==> src/rtl/alu_operand_loader.sv <==
// Operand/opcode capture sequencer in front of the Lab3 ALU: buttons step through
// A, B and opcode loads, issue the operands with valid/ready and latch the result.
module alu_operand_loader #(
    parameter int N   = 4,
    parameter int OPW = 4
) (
    input  logic           clk,
    input  logic           rst_n,
    input  logic [N-1:0]   sw_data,
    input  logic           btn_next,
    input  logic           btn_clear,
    input  logic           alu_ready,
    input  logic [N-1:0]   alu_result,
    output logic [N-1:0]   operand_a,
    output logic [N-1:0]   operand_b,
    output logic [OPW-1:0] opcode,
    output logic           alu_valid,
    output logic [N-1:0]   result,
    output logic           result_valid,
    output logic [2:0]     state_dbg
);

    // Handshake: alu_valid is high for every cycle spent in S_ISSUE; a transfer
    // happens on a rising edge where alu_valid and alu_ready are both high, and
    // alu_result is sampled on that same edge. Operands never change while valid.
    typedef enum logic [2:0] {
        S_A     = 3'd0,
        S_B     = 3'd1,
        S_OP    = 3'd2,
        S_ISSUE = 3'd3,
        S_DONE  = 3'd4
    } state_t;

    // Bit 0 is the next button, bit 1 the clear button.
    logic [1:0] btn_raw;
    logic [1:0] btn_meta_q;
    logic [1:0] btn_sync_q;
    logic [1:0] btn_prev_q;
    logic [1:0] btn_pulse_q;
    logic [1:0] btn_pulse_d;

    logic next_p;
    logic clear_p;

    state_t         state_q;
    logic [N-1:0]   operand_a_q;
    logic [N-1:0]   operand_b_q;
    logic [OPW-1:0] opcode_q;
    logic [N-1:0]   result_q;
    logic           alu_valid_q;
    logic           result_valid_q;

    logic [OPW-1:0] sw_opcode;
    logic           illegal_state;

    assign btn_raw     = {btn_clear, btn_next};
    assign btn_pulse_d = btn_sync_q & ~btn_prev_q;

    // Two-flop synchroniser, then a registered rising-edge detect: one-cycle
    // pulse on the third edge after the raw input rises, one pulse per press.
    always_ff @(posedge clk or negedge rst_n) begin
        if (!rst_n) begin
            btn_meta_q  <= 2'b00;
            btn_sync_q  <= 2'b00;
            btn_prev_q  <= 2'b00;
            btn_pulse_q <= 2'b00;
        end else begin
            btn_meta_q  <= btn_raw;
            btn_sync_q  <= btn_meta_q;
            btn_prev_q  <= btn_sync_q;
            btn_pulse_q <= btn_pulse_d;
        end
    end

    assign next_p  = btn_pulse_q[0];
    assign clear_p = btn_pulse_q[1];

    generate
        if (OPW > N) begin : g_op_zext
            assign sw_opcode = {{(OPW - N){1'b0}}, sw_data};
        end else begin : g_op_trunc
            assign sw_opcode = sw_data[OPW-1:0];
        end
    endgenerate

    assign illegal_state = (state_q > S_DONE);

    always_ff @(posedge clk or negedge rst_n) begin
        if (!rst_n) begin
            state_q        <= S_A;
            operand_a_q    <= '0;
            operand_b_q    <= '0;
            opcode_q       <= '0;
            result_q       <= '0;
            alu_valid_q    <= 1'b0;
            result_valid_q <= 1'b0;
        end else if (clear_p || illegal_state) begin
            // Clear wins over next and abandons any pending handshake.
            state_q        <= S_A;
            operand_a_q    <= '0;
            operand_b_q    <= '0;
            opcode_q       <= '0;
            result_q       <= '0;
            alu_valid_q    <= 1'b0;
            result_valid_q <= 1'b0;
        end else begin
            case (state_q)
                S_A: begin
                    if (next_p) begin
                        operand_a_q <= sw_data;
                        state_q     <= S_B;
                    end
                end
                S_B: begin
                    if (next_p) begin
                        operand_b_q <= sw_data;
                        state_q     <= S_OP;
                    end
                end
                S_OP: begin
                    if (next_p) begin
                        opcode_q    <= sw_opcode;
                        alu_valid_q <= 1'b1;
                        state_q     <= S_ISSUE;
                    end
                end
                S_ISSUE: begin
                    if (alu_ready) begin
                        result_q       <= alu_result;
                        result_valid_q <= 1'b1;
                        alu_valid_q    <= 1'b0;
                        state_q        <= S_DONE;
                    end
                end
                S_DONE: begin
                    if (next_p) begin
                        result_valid_q <= 1'b0;
                        state_q        <= S_A;
                    end
                end
                default: begin
                    state_q <= S_A;
                end
            endcase
        end
    end

    assign operand_a    = operand_a_q;
    assign operand_b    = operand_b_q;
    assign opcode       = opcode_q;
    assign alu_valid    = alu_valid_q;
    assign result       = result_q;
    assign result_valid = result_valid_q;
    assign state_dbg    = state_q;

endmodule

==> config.mk <==
export PLATFORM = sky130hd
export DESIGN_NAME = alu_operand_loader
export DESIGN_NICKNAME = d
export VERILOG_FILES = /design/src/rtl/alu_operand_loader.sv
export SDC_FILE = /design/constraint.sdc
export NUM_CORES = 1
export LEC_CHECK = 0
export CORE_MARGIN = 10
export CORE_UTILIZATION = 50
export DETAILED_ROUTE_END_ITERATION = 12
export GPL_TIMING_DRIVEN = 0
export PLACE_DENSITY = 0.85
export SYNTH_ARGS = -nofsm -noshare
export SYNTH_HDL_FRONTEND = slang
export SYNTH_SLANG_ARGS = --single-unit
==> constraint.sdc <==
create_clock -name clk -period 2.7 [get_ports clk]
set_input_delay 0.405 -clock clk [delete_from_list [all_inputs] [get_ports clk]]
set_output_delay 0.405 -clock clk [all_outputs]
set_load 0.02 [all_outputs]
==> impl_metrics.env <==
export IMPL_detail_route_wl_per_cell_microns=16.5
export IMPL_synthTopCellsByArea="dfrtp_1 59%, mux2i_1 11%, nor2_1 3.1%, a22o_1 2.9%, buf_6 2.8%"
export IMPL_synth_cells=92
export IMPL_maxCapViolCount=0
export IMPL_drtPass1Iterations=4
export IMPL_gp_congestion=0.791
export IMPL_crit_start="state_dbg[0]"
export IMPL_critPathMaxStageDelay_ns=0.63
export IMPL_synth_warnings=0
export IMPL_ios=34
export IMPL_netlist_area_leader_share_pct=59.3
export IMPL_highest_layer="met4"
export IMPL_viasPerCell=5.30
export IMPL_synth_simple_area_share_pct=17.0
export IMPL_critical_path_class="reg -> out"
export IMPL_dp_cells=153
export IMPL_timing_reg2reg_setup_slack_ns=1.12
export IMPL_power_mw=0.962
export IMPL_cp_buffers_inverters=1
export IMPL_initial_core_util_pct=53.8
export IMPL_ant_nets=0
export IMPL_synth_xor_area_share_pct=0
export IMPL_place_hpwl_mm=2.05
export IMPL_m1WireLength_mm=1.05
export IMPL_critPathSlowestCell="clkdlybuf4s50_1"
export IMPL_power_leakage_nw=0.710
export IMPL_gr_usage_all_layers_pct=11.4
export IMPL_grt_pass1_wl_mm=4.49
export IMPL_endpoint_kind="output pin"
export IMPL_cts_root_buf="clkbuf_4"
export IMPL_cts_htree_levels=2
export IMPL_core_area_sq_um=2280
export IMPL_status="finished clean"
export IMPL_synth_cell_type_count=26
export IMPL_max_freq_ghz=0.561
export IMPL_gr_total_overflow=0
export IMPL_pwr_density_cell_nw_per_um2=588
export IMPL_antenna_found_initial=0
export IMPL_fin_crit_sh_pct=66.0
export IMPL_post_route_cells_drive_above_1_share_pct=18.8
export IMPL_synth_compound_area_share_pct=8.79
export IMPL_tightestPinTransition_ns=0.636
export IMPL_setup_ws_ns=0.917
export IMPL_cts_hold_buffers=0
export IMPL_cp_top_family="buffers and inverters"
export IMPL_hold_slack_ns=0.0917
export IMPL_route_met2_wl_mm=1.46
export IMPL_grt_pass1_vias=890
export IMPL_drt_iter0_markers=31
export IMPL_cts_tree="done"
export IMPL_layout_nets=145
export IMPL_syn_to_final_growth_pct=33.6
export IMPL_grt_max_degree=30
export IMPL_antenna_cells=0
export IMPL_crit_chain="clkdlybuf4s50_1"
export IMPL_syn_cell_area_sq_um=1220
export IMPL_critPathRequiredTime_ns=2.30
export IMPL_num_vias=853
export IMPL_port_buffers=33
export IMPL_drc=0
export IMPL_rows=17
export IMPL_reg2regPathDepth=4
export IMPL_worst_setup_path_start_kind="register"
export IMPL_worstReg2RegEnd="operand_a[1]"
export IMPL_ys_seq_elements=29
export IMPL_fin_cells=161
export IMPL_path_clk_slew_ns=0.10
export IMPL_postCtsSetupBuffers=0
export IMPL_clock_sinks=29
export IMPL_fp_dieH_microns=69.5
export IMPL_worst_hold_path_type="in -> async"
export IMPL_insertion_delay_ns=0.32
export IMPL_crit_arrival_ns=1.38
export IMPL_place_ws_ns=0.769
export IMPL_yosys_area_top_type="dfrtp_1"
export IMPL_ys_seq_area_share_pct=59.3
export IMPL_ctsResizeCount=0
export IMPL_r2r_start="state_dbg[0]"
export IMPL_rsz0062_at_grt="false"
export IMPL_finalHoldViolCount=0
export IMPL_clock_path_buffers=2
export IMPL_fin_tns_setup_ns=0
export IMPL_finalSetupViolations=0
export IMPL_syn_nets=105
export IMPL_dieArea_sq_um=4830
export IMPL_period_minus_slack_ns=1.78
export IMPL_fin_worst_skew_ns=0.0162
export IMPL_numCtsBuffers=5
export IMPL_drt_wl_total_mm=2.66
export IMPL_wl_met3_microns=129
export IMPL_synthAdderAreaFrac_pct=0
export IMPL_synth_top_family_by_area="simple AND/OR/NAND/NOR gates"
export IMPL_max_slew_margin_pct=57.6
export IMPL_slew_viol_final=0
export IMPL_ir_drop_v=0.000524
export IMPL_syn_area_per_cell_sq_um=13.3
export IMPL_worst_path_max_fanout=5
export IMPL_synth_mux_area_share_pct=10.6
export IMPL_die_w_microns=69.5
==> flip-flops by register name, summed over array words and instances, names as in the netlist <==
name and flops:
opcode 4, alu_valid 1, btn_meta_q 2, result_valid 1, state_dbg 3, operand_a 4
btn_prev_q 2, result 4, btn_pulse_q 2, operand_b 4, btn_sync_q 2
==> cell usage after synthesis (all sizes together) <==
library cell / count
a2111oi: 1
a21o: 1
a21oi: 2
a221oi: 1
a22o: 4
a31oi: 1
a32oi: 1
and2b: 1
and3b: 1
and4bb: 2
buf: 4
clkbuf: 3
dfrtp: 29
mux2i: 13
nand2: 1
nand2b: 1
nor2: 14
nor2b: 4
nor3: 4
nor3b: 1
nor4b: 2
o21ai: 1
==> per-stage QoR <==
| step | cell area (sq um) | utilization [%] |
|---|---|---|
| floorplan | 1220 | - |
| global route | 1640 | 71.9 |
| detailed placement | 1590 | 69.8 |
| CTS | 1640 | 72.1 |
| finish | 1640 | 71.9 |
| global placement | 1590 | 69.8 |
==> metal layers <==
metal | up-vias | global-route usage [%]
met5 | - | 0
met2 | 15 | 19.6
met3 | 2 | 3.99
met1 | 430 | 12.3
li1 | 406 | -
met4 | 0 | 4.66
==> report_power, final <==
group / internal (mW) / switching [mW] / leakage (nW)
Combinational: 0.112 / 0.120 / 0.295
Clock: 0.0990 / 0.141 / 0.0320
Sequential: 0.468 / 0.0214 / 0.383
Total: 0.679 / 0.283 / 0.710
==> worst max-delay path by stage <==
stage	to	slack, ns	cells after the start
5_1_grt	state_dbg[0]	0.85	1
4_1_cts	state_dbg[0]	0.91	1
3_5_place_dp	operand_a[0]	0.77	1
6_report	state_dbg[0]	0.92	1
3_3_place_gp	operand_a[0]	0.82	1
2_1_floorplan	operand_a[0]	1.25	4
==> cell usage in the layout, fill, tap and decap left out, types with 3 or more instances in the layout <==
cell             count
nor2b_1              4
buf_6                3
nor2_1              10
mux2i_1             13
clkdlybuf4s50_1     32
nor3_1               4
dfrtp_1             29
a22o_1               4
clkbuf_4             5
nor2_2               4
==> layout make-up <==
class,count,area [sq um]
Timing Repair Buffer,33,325
Sequential cell,29,726
Multi-Input combinational cell,56,445
Clock inverter,2,10.0
Buffer,7,52.6
Fill cell,167,641
Tap cell,28,35.0
Clock buffer,6,41.3
==> logic make-up after synthesis <==
group                  after synthesis
AO/OA/AOI/OAI                       12
AND/OR/NAND/NOR                     31
buffers and inverters                7
flip-flops                          29
multiplexers                        13
Note: power is estimated with default switching activity, not from simulation.
